--- config.mk ---
export PLATFORM = sky130hd
export DESIGN_NAME = hazard_control_unit
export DESIGN_NICKNAME = d
export VERILOG_FILES = /design/src/rtl/hazard_control_unit.sv
export SDC_FILE = /design/constraint.sdc
export NUM_CORES = 1
export LEC_CHECK = 0
export ABC_CLOCK_PERIOD_IN_PS = 3100
export CAP_MARGIN = 40
export CORE_MARGIN = 5
export CORE_UTILIZATION = 65
export DETAILED_ROUTE_END_ITERATION = 8
export DONT_BUFFER_PORTS = 1
export PLACE_DENSITY = 0.81
export SYNTH_ARGS = -nofsm -noshare
export SYNTH_HDL_FRONTEND = slang
export SYNTH_SLANG_ARGS = --single-unit
--- constraint.sdc ---
create_clock -name clk -period 3.1 [get_ports clk]
set_input_delay 0.31 -clock clk [delete_from_list [all_inputs] [get_ports clk]]
set_output_delay 0.31 -clock clk [all_outputs]
set_load 0.1 [all_outputs]
--- src/rtl/hazard_control_unit.sv ---
// Hazard control unit for a five-stage in-order pipeline.
// Freezes the whole pipeline while data memory is busy (with a timeout abort),
// flushes IF/ID and ID/EX on a taken branch, and inserts one bubble on a load-use hazard.
// Optional performance counters are built only when HAZARD_PERF_CNT_EN is defined;
// otherwise StallCount and FlushCount are tied to zero.
module hazard_control_unit #(
  parameter int unsigned REG_NUMBER  = 5,
  parameter int unsigned MEM_TIMEOUT = 16
) (
  input  logic                  clk,
  input  logic                  rst_n,
  input  logic                  ID_EX_MemRead,
  input  logic [REG_NUMBER-1:0] ID_EX_rd,
  input  logic [REG_NUMBER-1:0] IF_ID_rs1,
  input  logic [REG_NUMBER-1:0] IF_ID_rs2,
  input  logic                  IF_ID_UseRs2,
  input  logic                  BranchTaken,
  input  logic                  EX_MEM_MemReq,
  input  logic                  MemReady,
  output logic                  PC_Write,
  output logic                  IF_ID_Write,
  output logic                  ID_EX_Write,
  output logic                  EX_MEM_Write,
  output logic                  MEM_WB_Write,
  output logic                  IF_ID_Flush,
  output logic                  ID_EX_Flush,
  output logic                  MemError,
  output logic [31:0]           StallCount,
  output logic [31:0]           FlushCount
);

  typedef enum logic [0:0] {StRun, StMemWait} state_e;

  // MEM_TIMEOUT is bounded to 255, so eight bits always hold the wait count.
  localparam int unsigned WaitW = 8;
  localparam logic [WaitW-1:0] WaitLast = WaitW'(MEM_TIMEOUT - 1);

  state_e           state_q, state_d;
  logic [WaitW-1:0] wait_q, wait_d;

  logic load_use;
  logic mem_freeze;
  logic mem_timeout;

  // A load in EX feeding a source the ID instruction actually reads; x0 never hazards.
  assign load_use = ID_EX_MemRead && (ID_EX_rd != '0) &&
                    ((ID_EX_rd == IF_ID_rs1) || (IF_ID_UseRs2 && (ID_EX_rd == IF_ID_rs2)));

  // Decode whether memory holds the pipeline this cycle, or the wait has run out.
  always_comb begin
    mem_freeze  = 1'b0;
    mem_timeout = 1'b0;
    unique case (state_q)
      StRun: begin
        mem_freeze = EX_MEM_MemReq && !MemReady;
      end
      StMemWait: begin
        if (!MemReady) begin
          if (wait_q == WaitLast) begin
            mem_timeout = 1'b1;
          end else begin
            mem_freeze = 1'b1;
          end
        end
      end
      default: begin
        mem_freeze  = 1'b0;
        mem_timeout = 1'b0;
      end
    endcase
  end

  // State and wait-counter register; reset aborts any pending wait silently.
  always_ff @(posedge clk or negedge rst_n) begin
    if (!rst_n) begin
      state_q <= StRun;
      wait_q  <= '0;
    end else begin
      state_q <= state_d;
      wait_q  <= wait_d;
    end
  end

  // Next-state logic: enter MEM_WAIT on an unfinished access, leave on ready or timeout.
  always_comb begin
    state_d = state_q;
    wait_d  = wait_q;
    unique case (state_q)
      StRun: begin
        wait_d = '0;
        if (EX_MEM_MemReq && !MemReady) begin
          state_d = StMemWait;
        end
      end
      StMemWait: begin
        if (MemReady || mem_timeout) begin
          state_d = StRun;
          wait_d  = '0;
        end else begin
          wait_d = wait_q + WaitW'(1);
        end
      end
      default: begin
        state_d = StRun;
        wait_d  = '0;
      end
    endcase
  end

  // Output logic: freeze beats branch flush, which beats the load-use bubble.
  // A branch seen during a freeze is simply ignored; EX is held so it reappears on release.
  always_comb begin
    PC_Write     = 1'b1;
    IF_ID_Write  = 1'b1;
    ID_EX_Write  = 1'b1;
    EX_MEM_Write = 1'b1;
    MEM_WB_Write = 1'b1;
    IF_ID_Flush  = 1'b0;
    ID_EX_Flush  = 1'b0;
    MemError     = mem_timeout;
    if (mem_freeze) begin
      PC_Write     = 1'b0;
      IF_ID_Write  = 1'b0;
      ID_EX_Write  = 1'b0;
      EX_MEM_Write = 1'b0;
      MEM_WB_Write = 1'b0;
    end else if (BranchTaken) begin
      IF_ID_Flush = 1'b1;
      ID_EX_Flush = 1'b1;
    end else if (load_use) begin
      PC_Write    = 1'b0;
      IF_ID_Write = 1'b0;
      ID_EX_Flush = 1'b1;
    end
  end

`ifdef HAZARD_PERF_CNT_EN
  logic [31:0] stall_cnt_q, stall_cnt_d;
  logic [31:0] flush_cnt_q, flush_cnt_d;
  logic        stall_cyc;
  logic        flush_cyc;

  // A load-use bubble only counts when neither a freeze nor a branch overrides it.
  assign stall_cyc = mem_freeze || (load_use && !BranchTaken);
  assign flush_cyc = BranchTaken && !mem_freeze;

  // Counter next values; both wrap naturally at 2^32.
  always_comb begin
    stall_cnt_d = stall_cyc ? stall_cnt_q + 32'd1 : stall_cnt_q;
    flush_cnt_d = flush_cyc ? flush_cnt_q + 32'd1 : flush_cnt_q;
  end

  // Performance counter registers.
  always_ff @(posedge clk or negedge rst_n) begin
    if (!rst_n) begin
      stall_cnt_q <= '0;
      flush_cnt_q <= '0;
    end else begin
      stall_cnt_q <= stall_cnt_d;
      flush_cnt_q <= flush_cnt_d;
    end
  end

  assign StallCount = stall_cnt_q;
  assign FlushCount = flush_cnt_q;
`else
  assign StallCount = '0;
  assign FlushCount = '0;
`endif

endmodule

After elaboration in Yosys (flattened, before gate mapping)
Index checks and enable logic that the tools add are counted.

Register bits: 9. Latch bits: 0. Memory bits (writable): 0. ROM bits: 0. Logic and storage cells: 35. Memories kept: 0.

$add $sub $neg: 1. Multipliers: 0. Div/mod/pow operators: 0. Magnitude comparators: 0. Equal/unequal tests: 3. Shift-type cells: 0. Mux-type cells: 20. Bitwise logic cells: 1. Reduce and logical (&&, ||, !) cells: 8.

Operator list (count): $mux 1 (16); $pmux 8 s2 (1); $eq 5x5->1 (2); $add 8x1->8 const B (1); $eq 8x4->1 const B (1); $mux 8 (1); $reduce_bool 5->1 (1); $logic_and 1x1->1 (4); $pmux 1 s2 (2); $logic_or 1x1->1 (2); $logic_not 1->1 (1); $not 1->1 (1).

Depth between registers and ports, before layout
Gate-level depths: netlist of the first run.

Depth in word-level cells: 7. Depth in mapped cells: 5.

Least setup slack after synthesis of the first run
No wires, ideal clock.

Path type: in2out. From: in ID_EX_rd[1]. To: out PC_Write. Arrival time: 3035 ps. Path slack: -245 ps. Stages on the path: 5. Buffers on the path: 1. Cell sequence: or4_4 -> o21ai_2 -> nor2_1 -> a21oi_1 -> buf_4.

Cells in the longest elaborated chain, start to end: 7. Elaborated cells on any way between the ends: 10.

Ends and longest elaborated chain: start, declared (RTL line 13) `input logic [REG_NUMBER-1:0] ID_EX_rd,`; $eq 5x5->1 (RTL line 47) `((ID_EX_rd == IF_ID_rs1) || (IF_ID_UseRs2 && (ID_EX_rd == IF_ID_rs2)));`; $logic_and 1x1->1 (RTL line 47); $logic_or 1x1->1 (RTL line 47); $logic_and 1x1->1 (*) (RTL line 46) `assign load_use = ID_EX_MemRead && (ID_EX_rd != '0) &&`; $mux 1 (*) (3 in a row); end, declared (RTL line 20) `output logic PC_Write,`.

Every way passes the cells marked *; elsewhere a longest branch is shown, timed or not.

Worst setup path in the final report of the first run
From: reg wait_q[0]. To: out ID_EX_Write.

Cells in the longest elaborated chain, start to end: 5.

Ends and longest elaborated chain: start, declared (RTL line 39) `logic [WaitW-1:0] wait_q, wait_d;`; start signal, assigned (RTL line 80) `wait_q <= wait_d;`; $eq 8x4->1 (RTL line 59) `if (wait_q == WaitLast) begin`; $mux 1 (RTL line 59); $mux 1 (RTL line 58) `if (!MemReady) begin`; $pmux 1 s2 (RTL line 53) `unique case (state_q)`; $mux 1; end, declared (RTL line 22) `output logic ID_EX_Write,`.

No other way between the ends.

==> summary.md, run 1 <==
| Metric | Value |
|---|---|
| Placed cells | `147` |
| Cells after Synth | `130` |
| First-pass iteration count of the detailed router | `2` |
| Share of the synthesized area in the top cell type | `46.10%` |
| Worst vdd ir | `0.3250 mV` |
| Final Core Density | `61.36%` |
| Sequential Power Share | `18.8%` |
| CP Launch Type | `register` |
| Largest net degree at the start of global routing | `10` |
| GR met3 Demand/Resource | `6.686%` |
| Fmax | `0.3949 GHz` |
| Met2 usage | `24.38%` |
| Hold crit path type | `input pin to register` |
| Seq cells post-synth | `9` |
| Mapped Area | `0.001091 mm²` |
| CTS H-tree lvls | `1` |
| TNS Setup | `0 ps` |
| Final non-filler cell total | `152` |
| N_diodes | `0` |
| Num CTS Buffers | `3` |
| Vias post-DR | `619` |
| Antenna violations before repair | `0` |
| CTS tree | `done` |
| Clk_lat worst skew | `260 ps` |
| Fin nets | `160` |
| Worst Path Required | `2790 ps` |
| Top Usage Layer GRT | `met2` |
| Die Area | `0.002598 mm²` |
| Fillers | `133` |
| Final Skew | `1.918 ps` |
| Top post-synthesis cells by area | `buf_4, dfrtp_1, xnor2_1` |
| Int Pwr | `191.7 µW` |
| CP max FO | `5` |
| Final Wtd Congestion | `0.8700` |
| # rows | `14` |
| Number of port buffers | `0` |
| Die height | `50.97 µm` |
| DR DRC count | `0` |
| Switching share of power | `70.16%` |
| Slowest CP cell | `a311oi_4` |
| Outcome | `finished clean` |
| Period utilization | `81.69%` |
| Vias in the first global route | `568` |
| Multi-input gate area | `605.6 µm²` |
| Initial Util | `70.78%` |
| Tightest Pin Transition | `545.1 ps` |
| Tot GR Track Use | `12.65%` |
| Met1 GRT Util | `11.49%` |
| Via density | `4.072` |
| Dominant cell type by area after synthesis | `buf_4` |
| CP Class | `register to primary output` |
| Crit. End Element | `primary output` |
| Combinational power share | `67.0%` |
| Grt ovf | `0` |
| Number of DRC markers in iteration 0 | `6` |
| Post-DP HPWL | `1516 µm` |
| Clk slew on worst S/H paths | `60 ps` |
| Layout cells sized above 1 | `12.50%` |
| Mean post-synth cell area | `8.393 µm²` |
| Max cap viols | `0` |
| Core area | `0.001541 mm²` |
| Reg area | `225.2 µm²` |
| Crit path time final | `2532 ps` |
| Psw | `450.6 µW` |
| Clock Power Share | `14.2%` |
| Post-CTS setup repair buffer count | `0` |
| Die X | `50.97 µm` |
| Pleak | `0.4887 nW` |
| Clk buf depth | `2` |
| WL/cell | `11.34 µm` |
| P per Cell Area | `679.0 mW/mm²` |
| Top delay family on crit path | `buffers and inverters` |
| Io pins | `94` |
| Buffers & Inverters on Critical Path | `2` |
| Yosys cell types | `22` |
| Final hold violations | `0` |
| Final ANT Viol Nets | `0` |
| Root Buffer | `clkbuf_4` |
| Worst Path Arrival | `2220 ps` |
| YS warnings | `0` |
| Global-route wire length before repair | `2504 µm` |
| Sequential element share of the synthesized area | `20.64%` |
| Clock sink total | `9` |
| Unrepaired setup endpoints after global routing | `no` |
| CP peak stage delay | `440 ps` |
| Area Growth Syn to Fin | `-13.30%` |
| Slew HR | `63.96%` |
| Max-slew violations | `0` |
| CP Cell Sequence | `ha_1 > and3_1 > a311oi_4 > inv_2 > buf_12` |
| Post-Route WL | `1724 µm` |
| Setup violations, final | `0` |
| Total power | `642.3 µW` |
worst paths after layout:
check	cells past startpoint	to	slack [ps]	startpoint
worst max-delay path	5	ID_EX_Write	570	wait_q[0]
worst min-delay path	1	state_q	130	MemReady
worst max register to register	3	state_q	1650	wait_q[0]
worst min register to register	1	wait_q[0]	460	wait_q[0]
max in group asynchronous	1	wait_q[0]	2400	rst_n
min in group asynchronous	1	wait_q[6]	410	rst_n
what timing repair did:
| action | CTS | global route |
|---|---|---|
| endpoints found under the setup margin | 0 | 0 |
| hold buffers | 1 | 0 |
| resized for setup | 0 | 0 |
| endpoints found under the hold margin | 9 | 0 |
sequential cells by signal (all words and copies together), names as in the netlist:
signal,count
wait_q,8
state_q,1
per-layer routing:
layer / up-vias / share of wire (%) / wire, µm
li1: 291 / - / -
met4: 0 / 0 / 0
met1: 277 / 28 / 482
met3: 0 / 18 / 307
met2: 51 / 54 / 934
met5: - / 0 / 0
Yosys cell counts:
library cell / number
a311oi_4: 1
o21ai_2: 1
or4_4: 1
conb_1: 1
buf_4: 67
ha_1: 1
a21oi_1: 1
nor2_1: 13
a21o_1: 1
and3_1: 1
nand2b_1: 2
dfrtp_1: 9
nor2b_2: 1
xor2_1: 2
nor4_2: 1
nand2_1: 5
xnor2_1: 14
nand4_1: 1
nand3_1: 3
inv_1: 2
nor3_1: 1
o22ai_1: 1
per-stage QoR:
stage                     area [µm²]  setup WS [ps]  hold slack [ps]
after CTS                      945.9          545.6            117.0
after global routing           945.9          444.1            105.1
after floorplan                 1331          267.9            14.41
after global placement         908.4          892.2            14.65
after detailed placement       908.4          837.7            14.72
final                          945.9          567.6            125.2
cell type report:
type                            instances  area share [%]
Clock buffer                            3           2.381
Clock inverter                          1          0.5291
Inverter                                2          0.7937
Multi-Input combinational cell        115           64.02
Sequential cell                         9           23.81
Tap cell                               16           2.116
Timing Repair Buffer                    6           6.349
kinds of logic (layout without fill, tap and decap cells):
| group | count (synthesis) | after routing | share of synthesized area, % |
|---|---|---|---|
| buffers and inverters | 69 | 12 | 46.79 |
| other | 1 | 64 | 0.3437 |
| AND/OR/NAND/NOR | 29 | 29 | 13.30 |
| XOR/XNOR | 16 | 16 | 12.84 |
| AO/OA/AOI/OAI | 5 | 5 | 4.932 |
| adder cells (fa/ha/maj) | 1 | 1 | 1.147 |
| flip-flops | 9 | 9 | 20.64 |
power groups by stage:
stage / Clock [mW] / Combinational (mW) / Sequential, mW
6_report: 0.0910 / 0.430 / 0.121
5_1_grt: 0.106 / 0.439 / 0.121
4_1_cts: 0.0957 / 0.428 / 0.121
3_5_place_dp: 0 / 0.424 / 0.123
3_3_place_gp: 0 / 0.423 / 0.123
2_1_floorplan: 0 / 0.478 / 0.123
placed cells by master, fill, tap and decap left out, drive strengths merged:
| master | instances |
|---|---|
| a21oi | 1 |
| a21o | 1 |
| dlygate4sd3 | 1 |
| clkbuf | 3 |
| clkinv | 1 |
| xnor2 | 14 |
| o21ai | 1 |
| xor2 | 2 |
| dfrtp | 9 |
| nor4 | 1 |
| nor3 | 1 |
| buf | 5 |
| nand2b | 2 |
| and3 | 1 |
| inv | 2 |
| nand4 | 1 |
| ha | 1 |
| a311oi | 1 |
| nor2b | 1 |
| conb | 64 |
| nand3 | 3 |
| or4 | 1 |
| o22ai | 1 |
| nand2 | 5 |
| nor2 | 13 |
Note: power is estimated with default switching activity, not from simulation.
==> run 2: changes to the inputs <==
==> config.mk (replaced) <==
export PLATFORM = sky130hd
export DESIGN_NAME = hazard_control_unit
export DESIGN_NICKNAME = d
export VERILOG_FILES = /design/src/rtl/hazard_control_unit.sv
export SDC_FILE = /design/constraint.sdc
export NUM_CORES = 1
export LEC_CHECK = 0
export ABC_CLOCK_PERIOD_IN_PS = 2600
export CAP_MARGIN = 40
export CORE_MARGIN = 5
export CORE_UTILIZATION = 62
export DETAILED_ROUTE_END_ITERATION = 8
export DONT_BUFFER_PORTS = 1
export PLACE_DENSITY = 0.78
export SYNTH_ARGS = -nofsm -noshare
export SYNTH_HDL_FRONTEND = slang
export SYNTH_SLANG_ARGS = --single-unit
==> constraint.sdc (replaced) <==
create_clock -name clk -period 2.6 [get_ports clk]
set_input_delay 0.26 -clock clk [delete_from_list [all_inputs] [get_ports clk]]
set_output_delay 0.26 -clock clk [all_outputs]
set_load 0.1 [all_outputs]
==> summary.md, run 2 (synthesized netlist as in run 1, its figures left out) <==
| Metric | Value |
|---|---|
| Number of port buffers | `0 (unchanged)` |
| Top flop regs | `wait_q: 8 flops, state_q: 1 flops (unchanged)` |
| # rows | `15 (was 14)` |
| Fillers | `163 (was 133)` |
| Multi-input gate area | `610.6 µm² (was 605.6 µm²)` |
| Vias post-DR | `607 (was 619)` |
| Die X | `51.95 µm (was 50.97 µm)` |
| Final hold violations | `0 (unchanged)` |
| Most common cell after layout, fill and taps aside | `conb_1 (unchanged)` |
| Final Wtd Congestion | `0.6938 (was 0.8700)` |
| Max-slew violations | `0 (unchanged)` |
| Initial Util | `63.88% (was 70.78%)` |
| Number of DRC markers in iteration 0 | `4 (was 6)` |
| Final Skew | `8.241 ps (was 1.918 ps)` |
| P per Cell Area | `788.2 mW/mm² (was 679.0 mW/mm²)` |
| CP Launch Type | `register (unchanged)` |
| WL/cell | `11.16 µm (was 11.34 µm)` |
| Largest net degree at the start of global routing | `10 (unchanged)` |
| TNS Setup | `0 ps (unchanged)` |
| Grt ovf | `0 (unchanged)` |
| Worst Path Required | `2340 ps (was 2790 ps)` |
| First-pass iteration count of the detailed router | `3 (was 2)` |
| Fmax | `0.4248 GHz` |
| Io pins | `94 (unchanged)` |
| Worst Path Arrival | `2090 ps (was 2220 ps)` |
| Commonest cells after routing, fill and taps aside | `conb_1, xnor2_1, nor2_1 (unchanged)` |
| Worst vdd ir | `0.5084 mV (was 0.3250 mV)` |
| Crit path time final | `2354 ps` |
| CTS tree | `done (unchanged)` |
| CP peak stage delay | `470 ps (was 440 ps)` |
| Clk_lat worst skew | `270 ps (was 260 ps)` |
| Period utilization | `90.53%` |
| Final ANT Viol Nets | `0 (unchanged)` |
| Clk buf depth | `2 (unchanged)` |
| Reg area | `225.2 µm² (unchanged)` |
| Die Area | `0.002699 mm² (was 0.002598 mm²)` |
| Post_cts resized | `0 (unchanged)` |
| Die height | `51.95 µm (was 50.97 µm)` |
| Area Growth Syn to Fin | `-9.633% (was -13.30%)` |
| CP Cell Sequence | `ha_1 > and3_1 > a311oi_4 > nor2_1 > a21o_1 > buf_12 (was ha_1 > and3_1 > a311oi_4 > inv_2 > buf_12)` |
| CP Class | `register to primary output (unchanged)` |
| Via density | `3.770 (was 4.072)` |
| Vias in the first global route | `574 (was 568)` |
| Crit. End Element | `primary output (unchanged)` |
| CP max FO | `5 (unchanged)` |
| Unrepaired setup endpoints after global routing | `no (unchanged)` |
| Global-route wire length before repair | `2442 µm (was 2504 µm)` |
| Number of flip-flops in the largest register | `8 (unchanged)` |
| Post-Route WL | `1796 µm (was 1724 µm)` |
| Slowest CP cell | `a311oi_4 (unchanged)` |
| Total power | `777.1 µW (was 642.3 µW)` |
| Core area | `0.001708 mm² (was 0.001541 mm²)` |
| Setup slack after layout | `246.1 ps (was 567.6 ps)` |
| Most flops, register | `wait_q (unchanged)` |
| Pleak | `0.4994 nW (was 0.4887 nW)` |
| Fin nets | `160 (unchanged)` |
| Worst slack, placed | `515.6 ps (was 837.7 ps)` |
| N_diodes | `0 (unchanged)` |
| Max cap viols | `0 (unchanged)` |
| Post-DP HPWL | `1599 µm (was 1516 µm)` |
| Layout cells sized above 1 | `11.76% (was 12.50%)` |
| Setup violations, final | `0 (unchanged)` |
| Clk slew on worst S/H paths | `60 ps (about the same)` |
| CTS H-tree lvls | `1 (unchanged)` |
| Outcome | `finished clean (unchanged)` |
| Hold crit path type | `input pin to register (unchanged)` |
| Antenna violations before repair | `0 (unchanged)` |
| Root Buffer | `clkbuf_4 (unchanged)` |
| DR DRC count | `0 (unchanged)` |
| Num CTS Buffers | `3 (unchanged)` |
| Tot GR Track Use | `12.36% (was 12.65%)` |
| Clock sink total | `9 (unchanged)` |
==> run 2: final cells by class <==
class	count	share of cell area (%)
flip-flops and latches	9	22.84
clock buffers	4	2.665
multi-input cells	115	61.93
repair buffers	6	8.629
inverters	2	0.7614
well taps	25	3.173
==> run 2: through the flow <==
step	std cells	utilization (%)	instance area, µm²	hold slack, ps
6_report	161	57.73	985.9	75.33
2_1_floorplan	193	-	1336	-35.59
4_1_cts	161	57.73	985.9	65.67
3_5_place_dp	156	55.60	949.7	-35.30
5_1_grt	161	57.73	985.9	54.38
3_3_place_gp	156	55.60	949.7	-35.30
==> run 2: final timing paths <==
| check | start | endpoint | slack (ps) | cells after the start |
|---|---|---|---|---|
| worst max-delay path | wait_q[0] | ID_EX_Flush | 250 | 6 |
| worst min-delay path | MemReady | state_q | 80 | 1 |
| worst max register to register | wait_q[0] | state_q | 1110 | 3 |
| worst min register to register | wait_q[0] | wait_q[0] | 460 | 1 |
| max in group asynchronous | rst_n | wait_q[5] | 1960 | 1 |
| min in group asynchronous | rst_n | wait_q[2] | 350 | 1 |
==> run 2: per-layer routing <==
metal | GRT usage (%) | routed length, µm | up-vias
met3 | 7.163 | 274 | 0
li1 | - | - | 290
met4 | 2.620 | 0 | 0
met2 | 24.90 | 1018 | 44
met1 | 9.842 | 504 | 273
met5 | 0 | 0 | -
==> run 2: worst max-delay path: cells and delay by family, from the launching register on <==
| family | cells | cell delay [ps] |
|---|---|---|
| DFF | 1 | 390 |
| AOI/OAI and AO/OA | 2 | 690 |
| adders and majority gates | 1 | 230 |
| and+or+nand+nor | 2 | 350 |
| buffers and inverters | 1 | 170 |
==> run 2: repair_timing <==
| action | 4_1_cts | 5_1_grt |
|---|---|---|
| buffers inserted | 0 | 0 |
| endpoints found under the hold margin | 9 | 0 |
| hold buffers | 1 | 0 |
==> run 2: report_power, final <==
part           leakage [nW]  switching, mW  internal, mW
clock                0.0150         0.0511        0.0592
combinational         0.361          0.485        0.0368
sequential            0.124        0.00233         0.142
total                 0.499          0.539         0.238
==> run 3: changes to the inputs <==
==> constraint.sdc (replaced) <==
create_clock -name clk -period 2.6 [get_ports clk]
set_input_delay 0 -clock clk [delete_from_list [all_inputs] [get_ports clk]]
set_output_delay 0 -clock clk [all_outputs]
set_load 0.1 [all_outputs]
==> summary.md, run 3 (synthesized netlist as in run 1, its figures left out) <==
| Metric | Value |
|---|---|
| Sequential Power Share | `18.7% (was 18.6%)` |
| Final Skew | `8.046 ps (was 8.241 ps)` |
| Initial Util | `63.88% (unchanged)` |
| Crit. End Element | `primary output (unchanged)` |
| Worst Path Required | `2600 ps (was 2340 ps)` |
| CP max FO | `5 (unchanged)` |
| Slowest CP cell | `a311oi_4 (unchanged)` |
| Pleak | `0.4942 nW (was 0.4994 nW)` |
| Worst Path Arrival | `2070 ps (was 2090 ps)` |
| CP Cell Sequence | `ha_1 > and3_1 > a311oi_4 > nor2_1 > a21o_1 > buf_12 (unchanged)` |
| Max-slew violations | `0 (unchanged)` |
| Area after DPL | `932.1 µm² (was 949.7 µm²)` |
| Psw | `537.2 µW (was 538.8 µW)` |
| First-pass iteration count of the detailed router | `2 (was 3)` |
| Post_cts resized | `0 (unchanged)` |
| Fmax | `0.4820 GHz (was 0.4248 GHz)` |
| Number of DRC markers in iteration 0 | `1 (was 4)` |
| Most common cell after layout, fill and taps aside | `conb_1 (unchanged)` |
| WL/cell | `11.25 µm (was 11.16 µm)` |
| Fin area | `978.4 µm² (was 985.9 µm²)` |
| Period utilization | `79.79% (was 90.53%)` |
| Top flop regs | `wait_q: 8 flops, state_q: 1 flops (unchanged)` |
| Unrepaired setup endpoints after global routing | `no (unchanged)` |
| Final ANT Viol Nets | `0 (unchanged)` |
| Fin nets | `161 (was 160)` |
| Vias post-DR | `620 (was 607)` |
| Die Area | `0.002699 mm² (unchanged)` |
| Core area | `0.001708 mm² (unchanged)` |
| P per Cell Area | `789.5 mW/mm² (was 788.2 mW/mm²)` |
| Root Buffer | `clkbuf_4 (unchanged)` |
| Antenna violations before repair | `0 (unchanged)` |
| Slew HR | `63.58%` |
| Clk_lat worst skew | `270 ps (about the same)` |
| Crit path time final | `2075 ps (was 2354 ps)` |
| DR DRC count | `0 (unchanged)` |
| Setup slack after layout | `525.5 ps (was 246.1 ps)` |
| N_diodes | `0 (unchanged)` |
| Post-Route WL | `1823 µm (was 1796 µm)` |
| Most flops, register | `wait_q (unchanged)` |
| Post-CTS setup repair buffer count | `0 (unchanged)` |
| Placed cells | `156 (unchanged)` |
| Via density | `3.827 (was 3.770)` |
| R2R Path Start | `wait_q[0] (unchanged)` |
| Clk slew on worst S/H paths | `60 ps (about the same)` |
| Num CTS Buffers | `3 (unchanged)` |
| Area Growth Syn to Fin | `-10.32% (was -9.633%)` |
| CP startpoint | `wait_q[0] (unchanged)` |
| Tightest Pin Transition | `550.9 ps` |
| CP Launch Type | `register (unchanged)` |
| Final non-filler cell total | `162 (was 161)` |
| Number of flip-flops in the largest register | `8 (unchanged)` |
| Global-route wire length before repair | `2359 µm (was 2442 µm)` |
| Number of port buffers | `0 (unchanged)` |
| Clock Power Share | `14.1% (was 14.2%)` |
| Combinational power share | `67.2% (about the same)` |
| Setup violations, final | `0 (unchanged)` |
| # rows | `15 (unchanged)` |
| TNS Setup | `0 ps (unchanged)` |
| Hold Buf Count CTS | `2 (was 1)` |
| Die height | `51.95 µm (unchanged)` |
| Worst slack, placed | `798.4 ps (was 515.6 ps)` |
| Int Pwr | `235.3 µW (was 238.3 µW)` |
| CTS tree | `done (unchanged)` |
| Io pins | `94 (unchanged)` |
| Worst vdd ir | `0.5010 mV (was 0.5084 mV)` |
| Hold crit path type | `input pin to register (unchanged)` |
| Grt ovf | `0 (unchanged)` |
| Outcome | `finished clean (unchanged)` |
| CP peak stage delay | `440 ps (was 470 ps)` |
| Tot GR Track Use | `12.20% (was 12.36%)` |
| Post-DP HPWL | `1614 µm (was 1599 µm)` |
| Final Wtd Congestion | `0.6428 (was 0.6938)` |
| Final hold violations | `0 (unchanged)` |
| Clock sink total | `9 (unchanged)` |
| CTS H-tree lvls | `1 (unchanged)` |
| CP Class | `register to primary output (unchanged)` |
| Switching share of power | `69.54% (was 69.33%)` |
| Hold Path Origin | `EX_MEM_MemReq (was MemReady)` |
| Commonest cells after routing, fill and taps aside | `conb_1, xnor2_1, nor2_1 (unchanged)` |
| Vias in the first global route | `517 (was 574)` |
| Clk buf depth | `2 (unchanged)` |
| Largest net degree at the start of global routing | `10 (unchanged)` |
| Max cap viols | `0 (unchanged)` |
| Layout cells sized above 1 | `11.68% (was 11.76%)` |
| Die X | `51.95 µm (unchanged)` |
[run 3: layout make-up]
class | instances | area (µm²)
inverter | 2 | 7.507
fill | 167 | 729.5
multi-input combinational | 115 | 605.6
sequential | 9 | 225.2
tap | 25 | 31.28
timing repair buffer | 7 | 82.58
clock buffer | 4 | 26.28
[run 3: worst max-delay path: cells and delay by family (launching register included)]
family | cells | cell delay, ps
compound gates | 2 | 660
fa+ha+maj | 1 | 230
buf+inv | 1 | 170
flops | 1 | 390
simple gates | 2 | 370
[run 3: power by group through the flow]
stage	clock network [mW]	logic, mW	registers, mW
4_1_cts	0.113	0.516	0.144
5_1_grt	0.121	0.529	0.145
2_1_floorplan	0	0.570	0.147
3_3_place_gp	0	0.508	0.147
3_5_place_dp	0	0.509	0.147
6_report	0.109	0.519	0.145
[run 3: path summary, 6_finish.rpt]
kind                          endpoint  slack [ps]  cells past startpoint
hold reg to reg              wait_q[0]         460                      1
setup / recovery           ID_EX_Flush         530                      6
min in group asynchronous    wait_q[2]         100                      1
setup reg to reg               state_q        1140                      3
max in group asynchronous    wait_q[7]        2210                      1
hold / removal                 state_q          40                      2
[run 3: metal layers]
metal | track usage [%] | vias up | part of all wire (%)
li1 | - | 290 | -
met3 | 5.444 | 5 | 13
met1 | 10.60 | 281 | 30
met5 | 0 | - | 0
met4 | 6.550 | 0 | 1.5
met2 | 22.80 | 44 | 54
[run 3: stage by stage]
stage / power [mW] / utilization [%] / hold slack [ps]
detailed placement: 0.6566 / 54.58 / -295.3
global placement: 0.6553 / 54.58 / -295.3
finish: 0.7724 / 57.29 / 41.69
CTS: 0.7731 / 57.29 / 43.11
global route: 0.7945 / 57.29 / 45.04
floorplan: 0.7166 / - / -295.6
